### config.mk
export PLATFORM = sky130hd
export DESIGN_NAME = cnn_load_receiver
export DESIGN_NICKNAME = d
export VERILOG_FILES = /design/src/rtl/cnn_load_receiver.sv
export SDC_FILE = /design/constraint.sdc
export NUM_CORES = 1
export LEC_CHECK = 0
export CORE_UTILIZATION = 35
export DETAILED_ROUTE_END_ITERATION = 8
export PLACE_DENSITY = 0.67
export SLEW_MARGIN = 10
export SYNTH_ARGS = -nofsm -noshare
export SYNTH_HDL_FRONTEND = slang
export SYNTH_SLANG_ARGS = --single-unit
### constraint.sdc
create_clock -name clk -period 5.05 [get_ports clk]
set_clock_uncertainty 0.15 [all_clocks]
set_input_delay 1.01 -clock clk [delete_from_list [all_inputs] [get_ports clk]]
set_output_delay 1.01 -clock clk [all_outputs]
set_load 0.05 [all_outputs]
### src/rtl/cnn_load_receiver.sv
// Write receiver that decodes DMA beats into the CNN image/weight/bias buffers,
// tracks region-loaded flags, launches the CNN and raises a level interrupt on completion.
module cnn_load_receiver #(
  parameter int IMG_DEPTH = 3072,
  parameter int W_DEPTH   = 1024,
  parameter int B_DEPTH   = 64,
  parameter int BUF_AW    = 12
) (
  input  logic              clk,
  input  logic              rst,
  input  logic              wvalid,
  output logic              wready,
  input  logic [31:0]       waddr,
  input  logic [31:0]       wdata,
  output logic              buf_we,
  output logic [1:0]        buf_sel,
  output logic [BUF_AW-1:0] buf_addr,
  output logic [31:0]       buf_wdata,
  output logic              cnn_start,
  input  logic              cnn_done,
  output logic              irq,
  input  logic              irq_clr,
  output logic              err,
  output logic [BUF_AW:0]   img_words
);

  typedef enum logic [2:0] {
    S_IDLE,
    S_LOAD,
    S_START,
    S_RUN,
    S_DONE
  } state_t;

  state_t state_reg, state_next;

  logic img_rdy, w_rdy, b_rdy;
  logic flags_full;

  logic        accept, ignore, live;
  logic [15:0] region;
  logic [13:0] offset;
  logic        hit_img, hit_w, hit_b;
  logic        ok_img, ok_w, ok_b, ok_any;
  logic        map_img, map_w, map_b, map_any;
  logic        do_write, bad_beat;
  logic [1:0]  sel_next;
  logic        unused_bits;

  assign unused_bits = ^waddr[1:0];

  assign region     = waddr[31:16];
  assign offset     = waddr[15:2];
  assign flags_full = img_rdy & w_rdy & b_rdy;

  assign accept = wvalid & wready;
  // The cycle that completes the flag set is already committed to START; drop its beat.
  assign ignore = (state_reg == S_LOAD) && flags_full;
  assign live   = accept && !ignore;

  assign hit_img = (region == 16'hd555);
  assign hit_w   = (region == 16'hd333);
  assign hit_b   = (region == 16'hd444);

  assign ok_img = hit_img && (32'(offset) < IMG_DEPTH);
  assign ok_w   = hit_w   && (32'(offset) < W_DEPTH);
  assign ok_b   = hit_b   && (32'(offset) < B_DEPTH);
  assign ok_any = ok_img | ok_w | ok_b;

  assign map_img = (waddr == 32'hdcccffff);
  assign map_w   = (waddr == 32'hdccc0000);
  assign map_b   = (waddr == 32'hdccc1111);
  assign map_any = map_img | map_w | map_b;

  assign do_write = live && ok_any;
  assign bad_beat = live && !ok_any && !map_any;

  always_comb begin
    sel_next = 2'd0;
    if (ok_w) begin
      sel_next = 2'd1;
    end else if (ok_b) begin
      sel_next = 2'd2;
    end
  end

  always_comb begin
    state_next = state_reg;
    case (state_reg)
      S_IDLE:  if (accept) state_next = S_LOAD;
      S_LOAD:  if (flags_full) state_next = S_START;
      S_START: state_next = S_RUN;
      S_RUN:   if (cnn_done) state_next = S_DONE;
      S_DONE:  if (irq_clr) state_next = S_IDLE;
      default: state_next = S_IDLE;
    endcase
  end

  always_ff @(posedge clk) begin
    if (!rst) begin
      state_reg <= S_IDLE;
      wready    <= 1'b0;
      cnn_start <= 1'b0;
      irq       <= 1'b0;
      buf_we    <= 1'b0;
      buf_sel   <= 2'd0;
      buf_addr  <= '0;
      buf_wdata <= '0;
      err       <= 1'b0;
      img_words <= '0;
      img_rdy   <= 1'b0;
      w_rdy     <= 1'b0;
      b_rdy     <= 1'b0;
    end else begin
      state_reg <= state_next;
      wready    <= (state_next == S_IDLE) || (state_next == S_LOAD);
      cnn_start <= (state_next == S_START);
      irq       <= (state_next == S_DONE);
      buf_we    <= do_write;
      if (do_write) begin
        buf_sel   <= sel_next;
        buf_addr  <= offset[BUF_AW-1:0];
        buf_wdata <= wdata;
      end
      if (bad_beat) begin
        err <= 1'b1;
      end
      if (live && wdata[0]) begin
        if (map_img) img_rdy <= 1'b1;
        if (map_w)   w_rdy   <= 1'b1;
        if (map_b)   b_rdy   <= 1'b1;
      end
      // Weights and bias persist across runs; only the image must be reloaded.
      if ((state_reg == S_DONE) && (state_next == S_IDLE)) begin
        img_rdy   <= 1'b0;
        img_words <= '0;
      end else if (do_write && ok_img && (img_words != '1)) begin
        img_words <= img_words + 1'b1;
      end
    end
  end

endmodule

==> impl_metrics.py <==
metrics = {
    "worst_setup_path": {
        "path_max_fanout": 19,
        "worstPathArrival_ps": 3460,
        "r2r_cells": 6,
        "critPathKind": "in -> reg",
        "worstPathRequired_ps": 5170,
        "reg2reg_from": "img_words[0]$_SDFFE_PP0P_",
        "setup.worst_path.end_class": "flop",
        "cp-start-kind": "primary input",
        "startpoint": "waddr[13]",
    },
    "placement": {
        "io_buffers": 132,
        "gp_congestion": 0.771,
        "place_hpwl_mm": 6.15,
        "place_area_um2": 4580,
    },
    "cells_and_area": {
        "final_cell_area_um2": 4800,
        "largest_reg_flops": 32,
        "largest_register": "buf_wdata",
        "final_common_cell": "clkdlybuf4s50_1",
        "fin_nets": 561,
        "n_fill_cell": 810,
        "largestRegisters": "buf_wdata (32), img_words (13), buf_addr (12)",
        "insertedDiodeCount": 0,
        "drive_gt1_share_pct": 6.25,
        "area_delta_synth_final_pct": 47.7,
        "final_cell_mix": "clkdlybuf4s50_1, nand2_1, dfxtp_1, mux2i_1, nor2_1",
    },
    "global_routing": {
        "grt-ovfl-total": 0,
        "antenna_found_initial": 0,
        "grt_pass1_vias": 2857,
        "grt_max_degree": 61,
        "grt_pass1_wl_mm": 13.6,
        "grt_usage_pct": 17.8,
    },
    "sta": {
        "setup_viol": 0,
        "relSlewSlack_pct": 56.8,
        "grt_setup_unrepaired": "no",
        "clock.fmax_mhz": 299,
        "slew_viol_final": 0,
        "finalCriticalPeriod_ps": 3340,
        "worst_pin_slew_ps": 648,
        "whs_ps": 308,
        "hold_viol_final": 0,
        "fin_setup_tns_ps": 0,
        "period_share_pct": 66.2,
    },
    "worst_hold_path": {
        "whs_path_depth": 2,
        "min_from": "buf_wdata[29]$_SDFFE_PN0P_",
        "min_path_type": "reg -> reg",
    },
    "synth": {
        "synthesis.area_um2": 3250,
        "ys_warn_count": 0,
        "ys_ff_latch": 70,
        "ys.flop_type": "dfxtp_1",
        "synth_edf_count": 0,
        "synth-seq-area-share_pct": 43.1,
        "syn_nets": 436,
        "async_flop_share_pct": 0,
        "avgSynthCellArea_um2": 8.88,
        "ys_types": 51,
        "synth_cells": 366,
    },
    "job": {
        "drv_cap": 0,
    },
    "floorplanning": {
        "core-area_um2": 8850,
        "die_y_um": 98.4,
        "num_rows": 34,
        "dieArea_um2": 9670,
        "io_pins": 133,
        "initial_core_util_pct": 36.7,
        "die_w_um": 98.4,
    },
    "run_status": {
        "run_status": "finished, violations left",
        "failed_checks": "design-rule violations",
    },
    "clock_tree": {
        "clock_tree.buffer_depth": 2,
        "clock-root-buffer": "clkbuf_8",
        "post_cts_buffers": 0,
        "cts_tree": "built",
        "htree_levels": 3,
        "cts.clk_slew.worst_paths_ps": 80,
        "clock_sinks": 70,
        "insertion_delay_ps": 340,
        "holdBufCountCts": 0,
        "cts_resized": 0,
        "cts_buffers": 9,
    },
    "power_and_ir_drop": {
        "pwr_density_cell_nw_per_um2": 243,
        "p_leak_nw": 1.64,
        "vdd_ir_drop_max_v": 0.000134,
        "fin_total_pwr_mw": 1.16,
    },
    "drt": {
        "detail-route-antenna-nets": 0,
        "wl_per_cell_um": 14.0,
        "vias_per_cell": 5.01,
        "drtIter0Drc": 130,
        "wl_mm": 8.43,
        "via_count": 3026,
        "drtPass1Iterations": 6,
        "drc": 8,
    },
}
==> synth_stat cells (3+ instances only) <==
| cell type | number | area [µm²] |
|---|---|---|
| o31ai_1 | 4 | 30.0 |
| o21a_1 | 3 | 22.5 |
| nand4_1 | 10 | 62.6 |
| mux2i_1 | 45 | 450 |
| or4_1 | 5 | 37.5 |
| dfxtp_1 | 70 | 1400 |
| nand2_1 | 109 | 409 |
| a31o_2 | 3 | 26.3 |
| a21oi_1 | 15 | 75.1 |
| nand3_1 | 5 | 25.0 |
| and2_1 | 3 | 18.8 |
| nor4_1 | 4 | 25.0 |
| clkbuf_1 | 14 | 52.6 |
| inv_1 | 3 | 11.3 |
| buf_12 | 3 | 60.1 |
| nand2b_1 | 3 | 18.8 |
| and3_1 | 5 | 31.3 |
| nor2_1 | 16 | 60.1 |
| nor3_1 | 7 | 35.0 |
| and4_1 | 5 | 43.8 |
==> area by class of cell <==
type                    instances  area [µm²]  share of cell area [%]
clock buffers                  10         138                    2.87
clock inverters                 6        85.1                    1.77
inverters                       3        11.3                   0.235
multi-input cells             272        1690                    35.2
flip-flops and latches         70        1400                    29.2
well taps                     108         135                    2.81
repair buffers                135        1340                    27.9
==> path summary, 6_finish.rpt <==
path,to,slack [ps]
max,buf_wdata[19]$_SDFFE_PN0P_,1710
min,buf_wdata[29]$_SDFFE_PN0P_,310
max reg2reg,img_words[8]$_SDFFE_PP0P_,2650
min reg2reg,buf_wdata[29]$_SDFFE_PN0P_,310
==> power by group <==
group	total (mW)	internal (mW)	switching (mW)
combinational	0.104	0.0600	0.0442
clock	0.505	0.290	0.216
sequential	0.555	0.553	0.00196
total	1.16	0.903	0.262
==> worst max-delay path, stage by stage <==
cell and delay [ps]:
clkdlybuf4s50_1 550, nor4_1 420, and2_1 220, and4_1 220, o21a_2 410, buf_4 400
mux2i_1 240
==> logic make-up (layout without fill, tap and decap cells) <==
group,Yosys count,in the layout,share of synthesized area [%]
DFF,70,70,43.1
AOI/OAI and AO/OA,41,41,9.13
and+or+nand+nor,184,184,28.4
adders and majority gates,1,1,0.385
buffers and inverters,24,154,4.81
xor gates and xnor gates,1,1,0.270
muxes,45,45,13.9
==> routing by layer <==
metal	GRT usage, %	up-vias	share of wire [%]
met1	22.2	1367	45
met2	27.6	103	45
met3	5.30	17	7.4
met5	0	-	0
met4	9.53	0	2.3
li1	-	1539	-
==> metrics by stage <==
step	utilization [%]	setup slack [ps]	instances
detailed placement	51.7	1380	588
global route	54.3	1560	604
floorplan	-	2440	366
global placement	51.7	1450	588
CTS	54.3	1680	604
finish	54.3	1710	604
(Power assumes the default switching activity.)
